File: config.mk
export PLATFORM = sky130hd
export DESIGN_NAME = atm_session_core
export DESIGN_NICKNAME = d
export VERILOG_FILES = /design/src/rtl/atm_session_core.sv
export SDC_FILE = /design/constraint.sdc
export NUM_CORES = 1
export LEC_CHECK = 0
export BUFFER_PORTS_ARGS = -buffer_cell sky130_fd_sc_hd__buf_2
export CORE_AREA = 2 2 234 236
export DETAILED_ROUTE_END_ITERATION = 12
export DIE_AREA = 0 0 236 238
export PLACE_DENSITY_LB_ADDON = 0.05
export SKIP_LAST_GASP = 1
export SLEW_MARGIN = 40
export SYNTH_ARGS = -nofsm -noshare
export SYNTH_HDL_FRONTEND = slang
export SYNTH_SLANG_ARGS = --single-unit
File: constraint.sdc
create_clock -name clk -period 16.3 [get_ports clk]
set_input_delay 1.63 -clock clk [delete_from_list [all_inputs] [get_ports clk]]
set_output_delay 1.63 -clock clk [all_outputs]
set_load 0.005 [all_outputs]
File: src/rtl/atm_session_core.sv
// ATM session controller with an on-chip account table (ID, password, balance, lock state).
// It authenticates cards with a retry lockout and runs withdraw, show-balance and transfer.
module atm_session_core #(
  parameter int unsigned N_ACCOUNTS = 10,
  parameter int unsigned ID_W       = 8,
  parameter int unsigned PASS_W     = 8,
  parameter int unsigned BAL_W      = 8,
  parameter int unsigned MAX_TRIES  = 3,
  localparam int unsigned IDX_W     = $clog2(N_ACCOUNTS)
) (
  input  logic              clk,
  input  logic              rst_n,
  input  logic              enter_i,
  input  logic [ID_W-1:0]   id_i,
  input  logic [PASS_W-1:0] password_i,
  input  logic [ID_W-1:0]   dest_id_i,
  input  logic [2:0]        control_i,
  input  logic [BAL_W-1:0]  request_i,
  input  logic              back_i,
  input  logic              eject_i,
  input  logic              cfg_we_i,
  input  logic [IDX_W-1:0]  cfg_idx_i,
  input  logic [ID_W-1:0]   cfg_id_i,
  input  logic [PASS_W-1:0] cfg_pass_i,
  input  logic [BAL_W-1:0]  cfg_bal_i,
  output logic              err_pass_o,
  output logic              err_id_o,
  output logic              err_lock_o,
  output logic              err_balance_o,
  output logic              err_transf_o,
  output logic              done_o,
  output logic [BAL_W-1:0]  balance_value_o,
  output logic [2:0]        state_out_o
);

  typedef enum logic [2:0] {
    StMenu         = 3'b000,
    StCheckPass    = 3'b001,
    StShowBalance  = 3'b010,
    StWithdraw     = 3'b011,
    StWithdrawShow = 3'b100,
    StTransfer     = 3'b101
  } state_e;

  localparam logic [IDX_W:0] NumAcc = (IDX_W+1)'(N_ACCOUNTS);

  state_e             state_q, state_d;
  logic [IDX_W-1:0]   session_q, session_d;
  logic               valid_q [N_ACCOUNTS];
  logic               valid_d [N_ACCOUNTS];
  logic               lock_q  [N_ACCOUNTS];
  logic               lock_d  [N_ACCOUNTS];
  logic [2:0]         fail_q  [N_ACCOUNTS];
  logic [2:0]         fail_d  [N_ACCOUNTS];
  logic [ID_W-1:0]    id_q    [N_ACCOUNTS];
  logic [ID_W-1:0]    id_d    [N_ACCOUNTS];
  logic [PASS_W-1:0]  pass_q  [N_ACCOUNTS];
  logic [PASS_W-1:0]  pass_d  [N_ACCOUNTS];
  logic [BAL_W-1:0]   bal_q   [N_ACCOUNTS];
  logic [BAL_W-1:0]   bal_d   [N_ACCOUNTS];
  logic               err_pass_q, err_pass_d, err_id_q, err_id_d, err_lock_q, err_lock_d;
  logic               err_bal_q, err_bal_d, err_transf_q, err_transf_d;
  logic               done_q, done_d;
  logic [BAL_W-1:0]   show_q, show_d;

  logic               id_hit, dest_hit;
  logic [IDX_W-1:0]   id_idx, dest_idx;
  logic [BAL_W-1:0]   src_bal, dst_bal;
  logic [BAL_W:0]     dst_sum;

  // Descending scan so the lowest matching slot is the one left standing.
  always_comb begin
    id_hit   = 1'b0;
    id_idx   = '0;
    dest_hit = 1'b0;
    dest_idx = '0;
    for (int i = int'(N_ACCOUNTS) - 1; i >= 0; i--) begin
      if (valid_q[i] && id_q[i] == id_i) begin
        id_hit = 1'b1;
        id_idx = IDX_W'(i);
      end
      if (valid_q[i] && id_q[i] == dest_id_i) begin
        dest_hit = 1'b1;
        dest_idx = IDX_W'(i);
      end
    end
  end

  assign src_bal = bal_q[session_q];
  assign dst_bal = bal_q[dest_idx];
  assign dst_sum = {1'b0, dst_bal} + {1'b0, request_i};

  always_comb begin
    state_d      = state_q;
    session_d    = session_q;
    valid_d      = valid_q;
    lock_d       = lock_q;
    fail_d       = fail_q;
    id_d         = id_q;
    pass_d       = pass_q;
    bal_d        = bal_q;
    err_pass_d   = err_pass_q;
    err_id_d     = err_id_q;
    err_lock_d   = err_lock_q;
    err_bal_d    = err_bal_q;
    err_transf_d = err_transf_q;
    done_d       = 1'b0;

    if (eject_i) begin
      state_d      = StCheckPass;
      session_d    = '0;
      {err_pass_d, err_id_d, err_lock_d, err_bal_d, err_transf_d} = '0;
    end else if (back_i && state_q != StCheckPass) begin
      state_d      = StMenu;
      {err_pass_d, err_id_d, err_lock_d, err_bal_d, err_transf_d} = '0;
    end else if (cfg_we_i && state_q == StCheckPass) begin
      if ({1'b0, cfg_idx_i} < NumAcc) begin
        valid_d[cfg_idx_i] = 1'b1;
        lock_d[cfg_idx_i]  = 1'b0;
        fail_d[cfg_idx_i]  = '0;
        id_d[cfg_idx_i]    = cfg_id_i;
        pass_d[cfg_idx_i]  = cfg_pass_i;
        bal_d[cfg_idx_i]   = cfg_bal_i;
      end
    end else if (enter_i) begin
      unique case (state_q)
        StCheckPass: begin
          {err_pass_d, err_id_d, err_lock_d, err_bal_d, err_transf_d} = '0;
          if (!id_hit) begin
            err_id_d = 1'b1;
          end else if (lock_q[id_idx]) begin
            err_lock_d = 1'b1;
          end else if (pass_q[id_idx] != password_i) begin
            err_pass_d     = 1'b1;
            fail_d[id_idx] = fail_q[id_idx] + 3'd1;
            if (fail_q[id_idx] + 3'd1 >= 3'(MAX_TRIES)) lock_d[id_idx] = 1'b1;
          end else begin
            fail_d[id_idx] = '0;
            session_d      = id_idx;
            done_d         = 1'b1;
            state_d        = StMenu;
          end
        end
        StMenu: begin
          if (control_i inside {3'b010, 3'b011, 3'b100, 3'b101}) begin
            {err_pass_d, err_id_d, err_lock_d, err_bal_d, err_transf_d} = '0;
            state_d = state_e'(control_i);
          end
        end
        StWithdraw, StWithdrawShow: begin
          {err_pass_d, err_id_d, err_lock_d, err_bal_d, err_transf_d} = '0;
          if (request_i <= src_bal) begin
            bal_d[session_q] = src_bal - request_i;
            done_d           = 1'b1;
          end else begin
            err_bal_d = 1'b1;
          end
          state_d = (state_q == StWithdraw) ? StMenu : StShowBalance;
        end
        StTransfer: begin
          {err_pass_d, err_id_d, err_lock_d, err_bal_d, err_transf_d} = '0;
          if (!dest_hit || dest_idx == session_q) begin
            err_id_d     = 1'b1;
            err_transf_d = 1'b1;
          end else if (request_i > src_bal) begin
            err_bal_d    = 1'b1;
            err_transf_d = 1'b1;
          end else if (dst_sum[BAL_W]) begin
            err_transf_d = 1'b1;
          end else begin
            bal_d[session_q] = src_bal - request_i;
            bal_d[dest_idx]  = dst_sum[BAL_W-1:0];
            done_d           = 1'b1;
          end
          state_d = StShowBalance;
        end
        default: ;
      endcase
    end

    show_d = (state_d == StShowBalance) ? bal_d[session_d] : '0;
  end

  always_ff @(posedge clk or negedge rst_n) begin
    if (!rst_n) begin
      state_q      <= StCheckPass;
      session_q    <= '0;
      err_pass_q   <= 1'b0;
      err_id_q     <= 1'b0;
      err_lock_q   <= 1'b0;
      err_bal_q    <= 1'b0;
      err_transf_q <= 1'b0;
      done_q       <= 1'b0;
      show_q       <= '0;
      for (int i = 0; i < int'(N_ACCOUNTS); i++) begin
        valid_q[i] <= 1'b0;
        lock_q[i]  <= 1'b0;
        fail_q[i]  <= '0;
        id_q[i]    <= '0;
        pass_q[i]  <= '0;
        bal_q[i]   <= '0;
      end
    end else begin
      state_q      <= state_d;
      session_q    <= session_d;
      err_pass_q   <= err_pass_d;
      err_id_q     <= err_id_d;
      err_lock_q   <= err_lock_d;
      err_bal_q    <= err_bal_d;
      err_transf_q <= err_transf_d;
      done_q       <= done_d;
      show_q       <= show_d;
      valid_q      <= valid_d;
      lock_q       <= lock_d;
      fail_q       <= fail_d;
      id_q         <= id_d;
      pass_q       <= pass_d;
      bal_q        <= bal_d;
    end
  end

  assign err_pass_o      = err_pass_q;
  assign err_id_o        = err_id_q;
  assign err_lock_o      = err_lock_q;
  assign err_balance_o   = err_bal_q;
  assign err_transf_o    = err_transf_q;
  assign done_o          = done_q;
  assign balance_value_o = show_q;
  assign state_out_o     = state_q;

endmodule

[Yosys cells after proc, flatten, opt, wreduce, memory -nomap -nowiden]
Index checks and enable logic that the tools add are counted.
Storage, ports and cells
  output and inout bits: 17
  register bits after elaboration: 311
  word-level logic and storage cells: 357
  input port bits: 69
Cells by class
  bitwise gates (word level): 15
  muxes and demuxes: 173
  $add $sub $neg: 3
  $lt $le $gt $ge: 13
  reduce and logical (&&, ||, !) cells: 48
  eq/ne operators: 36
Operator list (number)
  80-bit 2-to-1 mux: 9
  80-bit bitwise mux: 5
  30-bit 2-to-1 mux: 7
  8-bit == test: 20
  80-bit one-hot mux with 2 select lines: 1
  8-bit binary-select mux with 4-bit select: 4
  4-bit 2-to-1 mux: 28
  8-bit demux with 4-bit select: 3
  8-bit 2-to-1 mux: 12
  10-bit 2-to-1 mux: 8
  1-bit 2-to-1 mux: 69
  30-bit bitwise AND: 2
  30-bit inverter: 2
  3-bit 2-to-1 mux: 12
  30-bit bitwise mux: 1
  1-bit logical AND: 26
  5-bit >= comparator, second input constant: 5
  4-bit inverter with 5-bit output: 5
  3-bit demux with 4-bit select: 2
  5-bit by 1-bit less-than comparator with 1-bit output, second input constant: 4
  10-bit OR: 2
  4-bit AND reduction: 4
  3-bit binary-select mux with 4-bit select: 1
  3-bit by 2-bit == test with 1-bit output, second input constant: 4
  other kinds (37): 52

[Depth between registers and ports, before layout]
Gate-level depths: netlist of the first run.
  depth in word-level cells: 30
  mapped depth: 33
  mapped depth without buffers: 29

[Worst setup path after synthesis of the first run]
Ideal clock, no wire load.
  path kind: input-to-reg
  from: in dest_id_i[2]
  to: reg show_q[4], in the netlist balance_value_o[4]
  stages on the path: 30
  arrival time: 8282 ps
  buffers on the path: 7
  data required time: 16161 ps
  setup slack: 7879 ps
  library setup time: 139 ps
  cell sequence: buf_2 -> xor2_1 -> nor4_1 -> nand4_1 -> or2_2 -> clkbuf_1 -> a31oi_1 -> clkbuf_1 -> clkbuf_1 -> mux2_2 -> o21ai_0 -> a21oi_1 -> ha_1 -> fa_1 -> a21o_1 -> a21oi_1 -> o21ai_1 -> a21o_1 -> a211oi_1 -> and2_1 -> a32oi_1 -> a31oi_1 -> nand2_1 -> clkbuf_1 -> clkbuf_1 -> clkbuf_1 -> a211oi_1 -> nor3_1 -> o41ai_1 -> nor4_1
On the way
  word-level cells in the longest chain between the ends: 30
  elaborated cells between the ends (all ways): 66
  those cells by class: add/sub: 1; order compare: 2; eq/ne: 11; mux: 38; bitwise: 1; reduce/logical: 13
RTL lines
  start: declaration: line 16  | input logic [ID_W-1:0] dest_id_i,
  8-bit == test: line 82  | if (valid_q[i] && id_q[i] == dest_id_i) begin
  1-bit logical AND: line 82
  4-bit 2-to-1 mux (10 in a row): line 82
  4-bit inverter with 5-bit output (implied by the code): line 90, 172
  8-bit binary-select mux with 4-bit select (tied with other cells): line 90  | assign dst_bal = bal_q[dest_idx];
  8-bit 2-to-1 mux (implied by the code) or 1-bit logical AND (tied branches): line 90, 172
  8-bit 2-to-1 mux, on equally long branches: line 90, 172
  8-bit by 8-bit adder with 9-bit output or 8-bit demux with 4-bit select (tied branches): line 91, 172
  [... 5 more ...]
  80-bit 2-to-1 mux (*): line 125  | end else if (enter_i) begin
  80-bit 2-to-1 mux (*): line 116  | end else if (cfg_we_i && state_q == StCheckPass) begin
  80-bit 2-to-1 mux (*): line 113  | end else if (back_i && state_q != StCheckPass) begin
  80-bit 2-to-1 mux (*): line 109  | if (eject_i) begin
  8-bit binary-select mux with 4-bit select (*): line 181  | show_d = (state_d == StShowBalance) ? bal_d[session_d] : '0;
  8-bit 2-to-1 mux (implied by the code) (*) (2 in a row): line 181
  8-bit 2-to-1 mux (*): line 181
  named net show_d[4]: line 64  | logic [BAL_W-1:0] show_q, show_d;
  end signal: assignment: line 212  | show_q <= show_d;
  end: declaration: line 64
Mark *: on every way through the listed nets, which the timed path passes. The rest lies on a longest branch. The select of a mux whose other input is x is not followed.
A chain may end at the register's enable or synchronous reset.

[Worst setup path in the final report of the first run]
  from: in dest_id_i[3]
  to: reg show_q[4], in the netlist balance_value_o[4]
The elaborated chain is that of the path after synthesis.

==> flow_metrics.tcl, run 1 <==
set metrics [dict create \
    yosysTopAreaCellShare 0.347 \
    instances_no_fill 3187 \
    cp_max_fo 68 \
    worst-r2r-cell-count 26 \
    yosysSeqAreaShare 0.349 \
    switching_share 0.358 \
    ys.flop_type "dfrtp_1" \
    synth_top_family_by_area "compound AO/OA/AOI/OAI gates" \
    synthXorXnorAreaFrac 0.0757 \
    cts.clk_slew.worst_paths_ns 0.06 \
    postCtsSetupBuffers 0 \
    cpMaxStageDelayCell "a21oi_1" \
    yosys-top-cells-area "dfrtp_1 (35%), mux2_2 (8.7%), xnor2_1 (6.1%)" \
    finalWirelength_um 96100 \
    worstSetupPathType "input port to flip-flop" \
    tightest_slew_ns 0.937 \
    placed_cells 3120 \
    worstHoldStart "fail_q[16]" \
    setup_viol 0 \
    period_share 0.550 \
    regToRegStartpoint "id_q[50]" \
    grt_pass1_wl_um 141000 \
    dp_hpwl_um 69200 \
    syn2layout_area_growth_pct 10.7 \
    fin_skew_ns 0.0233 \
    status "complete, no violations" \
    num-fill-cells 5274 \
    p_seq_frac 0.394 \
    hold_violations 0 \
    post_cts_resized 0 \
    synthCells 2450 \
    synthSimpleGateAreaFrac 0.160 \
    vias 20800 \
    die_h_um 238 \
    vdd_ir_drop_max_mv 0.0763 \
    drive_gt1_frac 0.187 \
    synthesis.area_mm2 0.0223 \
    core_area_mm2 0.0535 \
    cts_hold_buf 0 \
    crit_path_end_kind "flip-flop" \
    hold_path.class "flip-flop to flip-flop" \
    reg2reg_setup_slack_ns 8.29 \
    clk_latency_ns 0.59 \
    synthMuxAreaShare 0.161 \
    cp-start-kind "input port" \
    wl_per_cell_um 30.1 \
    synthAdderAreaFrac 0.0124 \
    cpMostUsedCell "a21oi_1" \
    rows 85 \
    grt_pass1_vias 20400 \
    synth_seq_cells 311 \
    synth_most_common_cell "dfrtp_1" \
    fin_hold_ws_ns 0.476 \
    track_usage 0.340 \
    cts_tree "built" \
    clkPwrFrac 0.326 \
    nets 2557 \
    drv_cap 0 \
    syn_area_per_cell_um2 9.11 \
    drc 0 \
    crit_required_ns 16.74 \
    cts.sinks 311 \
    p_int_mw 1.72 \
    p_sw_mw 0.958 \
    min_to "fail_q[16]" \
    synth_edf_count 0 \
    grt-ovfl-total 0 \
    antenna_found_initial 4 \
    dr.pass1.iters 6 \
    ys_top_cells_by_count "dfrtp_1 (310), nand2_1 (210), nor2_1 (189)" \
    fp.dieArea_mm2 0.0562 \
    yosysWarnings 0 \
    powerDensity_mw_per_mm2 108 \
    leakage_nw 9.76 \
    setup_tns_ns 0 \
    yosysTopAreaCell "dfrtp_1" \
    vias_per_cell 6.52 \
    slowest_delay_ns 0.58 \
    drtAntennaViolNets 0 \
    synthesis.nets 2540 \
    synth_compound_area_frac 0.202 \
    start_util 0.417 \
    synth.distinct_cells 100 \
    whs_path_depth 2 \
    cts_root_buffer "clkbuf_16" \
    h-tree-depth 2 \
    rsz0062_at_grt "false" \
    port_buffers 85 \
    cts_buffers 39 \
    p_comb_frac 0.280 \
    drt_iter0_markers 2159 \
    grt_max_degree 148 \
    async_flop_share 1.00 \
    fin_crit_ns 8.97 \
    num_io_pins 86 \
    clk_path_buf_depth 3 \
    die_w_um 236 \
    cp_data_arrival_time_ns 9.42 \
    maxSlewViolCount 0 \
    gp_congestion 0.999 \
    relSlewSlack 0.375 \
    rr_endpoint "balance_value_o[4]" \
    fmax_mhz 111 \
]
==> per-stage QoR <==
stage	setup WS [ns]	power [mW]	util	instance area [µm²]
global route	6.87	2.80	0.462	24700
floorplan	7.88	1.52	-	22300
global placement	6.81	1.78	0.435	23300
finish	7.33	2.67	0.462	24700
CTS	7.31	2.67	0.461	24700
detailed placement	6.74	1.79	0.438	23400
==> critical path, delay by kind of cell <==
kind	cells	cell delay [ns]
adders and majority gates	2	0.71
AOI/OAI and AO/OA	17	4.21
and+or+nand+nor	6	1.38
xor gates and xnor gates	1	0.20
buffers and inverters	2	0.75
muxes	1	0.39
==> metal layers <==
metal | global-route usage | up-vias | part of all wire
li1 | - | 9092 | -
met1 | 0.431 | 10300 | 0.40
met2 | 0.534 | 1102 | 0.45
met3 | 0.0701 | 317 | 0.083
met4 | 0.211 | 6 | 0.068
met5 | 0 | - | 0.00043
==> registers in the layout (all words and copies together) (netlist names), 3 cells and up <==
name	cells
bal_q	80
balance_value_o	8
fail_q	30
id_q	80
lock_q	10
pass_q	80
session_q	4
state_out_o	3
valid_q	10
==> power groups by stage <==
stage / sequential [mW] / combinational (mW) / clock, mW
3_5_place_dp: 1.06 / 0.731 / 0
2_1_floorplan: 0.995 / 0.522 / 0
3_3_place_gp: 1.06 / 0.717 / 0
4_1_cts: 1.05 / 0.734 / 0.883
5_1_grt: 1.07 / 0.812 / 0.918
6_report: 1.05 / 0.748 / 0.872
==> worst max path at each step <==
stage	start	endpoint	slack [ns]	cells past startpoint
after global placement	dest_id_i[7]	balance_value_o[4]	6.81	29
final	dest_id_i[3]	balance_value_o[4]	7.33	29
after global routing	dest_id_i[3]	balance_value_o[4]	6.87	30
after detailed placement	dest_id_i[6]	balance_value_o[4]	6.74	29
after floorplan	dest_id_i[2]	balance_value_o[4]	7.88	30
after CTS	dest_id_i[6]	balance_value_o[4]	7.31	29
==> final cells by class <==
class,instances,area [µm²],share of cell area
well taps,696,871,0.0352
diodes,1,2.50,0.000101
inverters,35,136,0.00552
clock inverters,9,114,0.00461
multi-input cells,1944,13800,0.559
clock buffers,55,1120,0.0451
repair buffers,136,890,0.0360
flip-flops and latches,311,7780,0.315
==> cells by family after synthesis <==
group / Yosys count
AOI/OAI and AO/OA: 678
adders and majority gates: 21
xor gates and xnor gates: 193
muxes: 317
and+or+nand+nor: 735
DFF: 311
buffers and inverters: 195
==> layout by cell type, fill, tap and decap left out, types with 31 or more instances in the layout <==
master     instances
a21oi_1          158
buf_2             86
xnor2_1          153
o22ai_1           86
mux2i_1          122
buf_4             43
a211oi_1          31
dfrtp_1          310
nor3_1            55
nand4_1           44
clkbuf_16         39
nor2_1           184
nand2b_1          36
nand2_1          202
and2_1            34
o21ai_0          133
nand3_1           56
mux2_2           173
a221oi_1          42
xor2_1            38
No activity file was read; power rests on OpenSTA's default activity.
==> run 2: changes to the inputs <==
--- a/config.mk
+++ b/config.mk
@@ -5,10 +5,11 @@
 export SDC_FILE = /design/constraint.sdc
 export NUM_CORES = 1
 export LEC_CHECK = 0
+export ABC_AREA = 1
 export BUFFER_PORTS_ARGS = -buffer_cell sky130_fd_sc_hd__buf_2
-export CORE_AREA = 2 2 234 236
+export CORE_AREA = 2 2 243 245
 export DETAILED_ROUTE_END_ITERATION = 12
-export DIE_AREA = 0 0 236 238
+export DIE_AREA = 0 0 245 247
 export PLACE_DENSITY_LB_ADDON = 0.05
 export SKIP_LAST_GASP = 1
 export SLEW_MARGIN = 40
==> constraint.sdc (replaced) <==
create_clock -name clk -period 9.4 [get_ports clk]
set_input_delay 0.94 -clock clk [delete_from_list [all_inputs] [get_ports clk]]
set_output_delay 0.94 -clock clk [all_outputs]
set_load 0.005 [all_outputs]
==> run 2 against run 1 <==
Against the previous run: sequential share of layout area decreased by 2.5 points; first-iteration DRC count increased by 63%; via count increased by 37%; setup slack got worse by 5.4 ns; die area increased by 7.7%; power increased by 100%; critical endpoint is now balance_value_o[1]; largest cell class unchanged; largest power group unchanged.
==> flow_metrics.tcl, run 2 <==
set metrics [dict create \
    yosysTopAreaCellShare 0.321 \
    post_cts_resized 0 \
    cts_tree "built" \
    ys_top_cells_by_count "nand2_1 (1006), o21ai_0 (525), inv_1 (445)" \
    slowest_delay_ns 0.47 \
    fin_crit_ns 7.51 \
    wl_per_cell_um 26.4 \
    vias 28400 \
    cp-start-kind "input port" \
    synth_edf_count 0 \
    num-fill-cells 6074 \
    cts_root_buffer "clkbuf_16" \
    fin_skew_ns 0.0178 \
    rsz0062_at_grt "false" \
    fmax_mhz 133 \
    worstSetupPathType "input port to flip-flop" \
    power_mw 5.40 \
    cts_buffers 43 \
    multi_input_area_mm2 0.0138 \
    cpMostUsedCell "nand2_1" \
    switching_share 0.422 \
    grt_max_degree 102 \
    yosys-top-cells-area "dfrtp_1 (32%), nand2_1 (16%), o21ai_0 (11%)" \
    status "complete, no violations" \
    relSlewSlack 0.395 \
    synth.distinct_cells 66 \
    nets 3880 \
    async_flop_share 1.00 \
    leakage_nw 12.7 \
    clk_latency_ns 0.61 \
    cts_hold_buf 0 \
    vdd_ir_drop_max_mv 0.158 \
    synth_most_common_cell "nand2_1" \
    synthesis.area_mm2 0.0242 \
    clk_path_buf_depth 3 \
    instances_no_fill 4593 \
    worst-r2r-cell-count 31 \
    cp_data_arrival_time_ns 8.00 \
    fin_ws_ns 1.89 \
    drt_iter0_markers 3519 \
    track_usage 0.395 \
    p_int_mw 3.12 \
    grt_pass1_vias 26700 \
    tightest_slew_ns 0.901 \
    grt-ovfl-total 0 \
    yosysTopAreaCell "dfrtp_1" \
    cpMaxStageDelayCell "buf_2" \
    die_h_um 247 \
    syn2layout_area_growth_pct 11.3 \
    gp_congestion 1.05 \
    cp_max_fo 20 \
    period_share 0.799 \
    regToRegStartpoint "session_q[1]" \
    cts.clk_slew.worst_paths_ns 0.06 \
    yosysWarnings 0 \
    h-tree-depth 2 \
    yosysSeqAreaShare 0.322 \
    port_buffers 85 \
    hold_path.class "input port to async pin" \
    p_seq_frac 0.349 \
    dr.pass1.iters 6 \
    die_w_um 245 \
    antenna_found_initial 4 \
    powerDensity_mw_per_mm2 201 \
    p_sw_mw 2.28 \
    syn_area_per_cell_um2 6.43 \
    clkPwrFrac 0.314 \
    core_area_mm2 0.0582 \
    mostFrequentLayoutCell "nand2_1" \
    seqCellArea_mm2 0.00778 \
    drv_cap 0 \
    postCtsSetupBuffers 0 \
    setup_viol 0 \
    drive_gt1_frac 0.0780 \
    start_util 0.415 \
    dp_hpwl_um 87500 \
    hold_violations 0 \
    synthesis.nets 3850 \
    num_io_pins 86 \
    p_comb_frac 0.337 \
    reg_top3 "bal_q x80, id_q x80, pass_q x80" \
    most-common-layout-cells "nand2_1 (1003), o21ai_0 (525), inv_1 (443)" \
    rr_endpoint "balance_value_o[1]" \
    fp.dieArea_mm2 0.0605 \
    synthCells 3760 \
    drc 0 \
    maxSlewViolCount 0 \
    ys.flop_type "dfrtp_1" \
    finalWirelength_um 121000 \
    vias_per_cell 6.19 \
    drtAntennaViolNets 0 \
    crit_path_end_kind "flip-flop" \
    setup_tns_ns 0 \
    reg2reg_setup_slack_ns 2.27 \
    grt_pass1_wl_um 177000 \
    synth_seq_cells 311 \
    placed_cells 4516 \
    cts.sinks 311 \
    pre_cts_slack_ns 1.63 \
    crit_required_ns 9.89 \
    rows 89 \
]
[run 2: cell families after synthesis]
logic type      after synthesis  share of synthesized area
fa+ha+maj                    21                     0.0115
mux                           1                   0.000414
flops                       311                      0.322
compound gates             1034                      0.243
simple gates               1693                      0.297
buf+inv                     652                      0.109
xor+xnor                     48                     0.0174
[run 2: how the worst max path moves through the flow]
stage / to / slack, ns / cells after the start / start
CTS: balance_value_o[7] / 2.22 / 40 / dest_id_i[2]
detailed placement: balance_value_o[7] / 1.63 / 40 / dest_id_i[2]
finish: balance_value_o[1] / 1.89 / 35 / id_i[4]
global route: balance_value_o[3] / 1.57 / 42 / dest_id_i[2]
floorplan: balance_value_o[5] / 3.49 / 40 / dest_id_i[6]
global placement: balance_value_o[7] / 1.60 / 40 / dest_id_i[2]
[run 2: final cells by class]
type | count | area share
Multi-Input combinational cell | 2797 | 0.514
Sequential cell | 311 | 0.290
Inverter | 477 | 0.0667
Clock buffer | 61 | 0.0448
Timing Repair Buffer | 160 | 0.0416
Tap cell | 773 | 0.0360
Clock inverter | 13 | 0.00740
Antenna cell | 1 | 0.0000931
[run 2: per-layer routing]
layer  track usage  vias up  wire length (µm)
li1              -    12700                 -
met1         0.538    13500             50500
met2         0.585     1782             50800
met3        0.0892      375             13300
met4         0.200        4              6530
met5             0        -                23
[run 2: critical path, delay by kind of cell]
family,cells,cell delay [ns]
buf+inv,5,1.58
simple gates,30,5.40
[run 2: power groups by stage]
stage | clock, mW | sequential, mW | combinational (mW)
global placement | 0 | 1.89 | 1.73
finish | 1.69 | 1.89 | 1.82
detailed placement | 0 | 1.89 | 1.75
floorplan | 0 | 1.77 | 1.16
global route | 1.76 | 1.91 | 1.99
CTS | 1.71 | 1.87 | 1.76
[run 2: stage by stage]
step / util / hold slack (ns) / area, µm²
floorplan: - / 0.444 / 24200
global placement: 0.435 / 0.459 / 25300
detailed placement: 0.436 / 0.465 / 25400
CTS: 0.460 / 0.385 / 26800
global route: 0.462 / 0.193 / 26900
finish: 0.462 / 0.196 / 26900
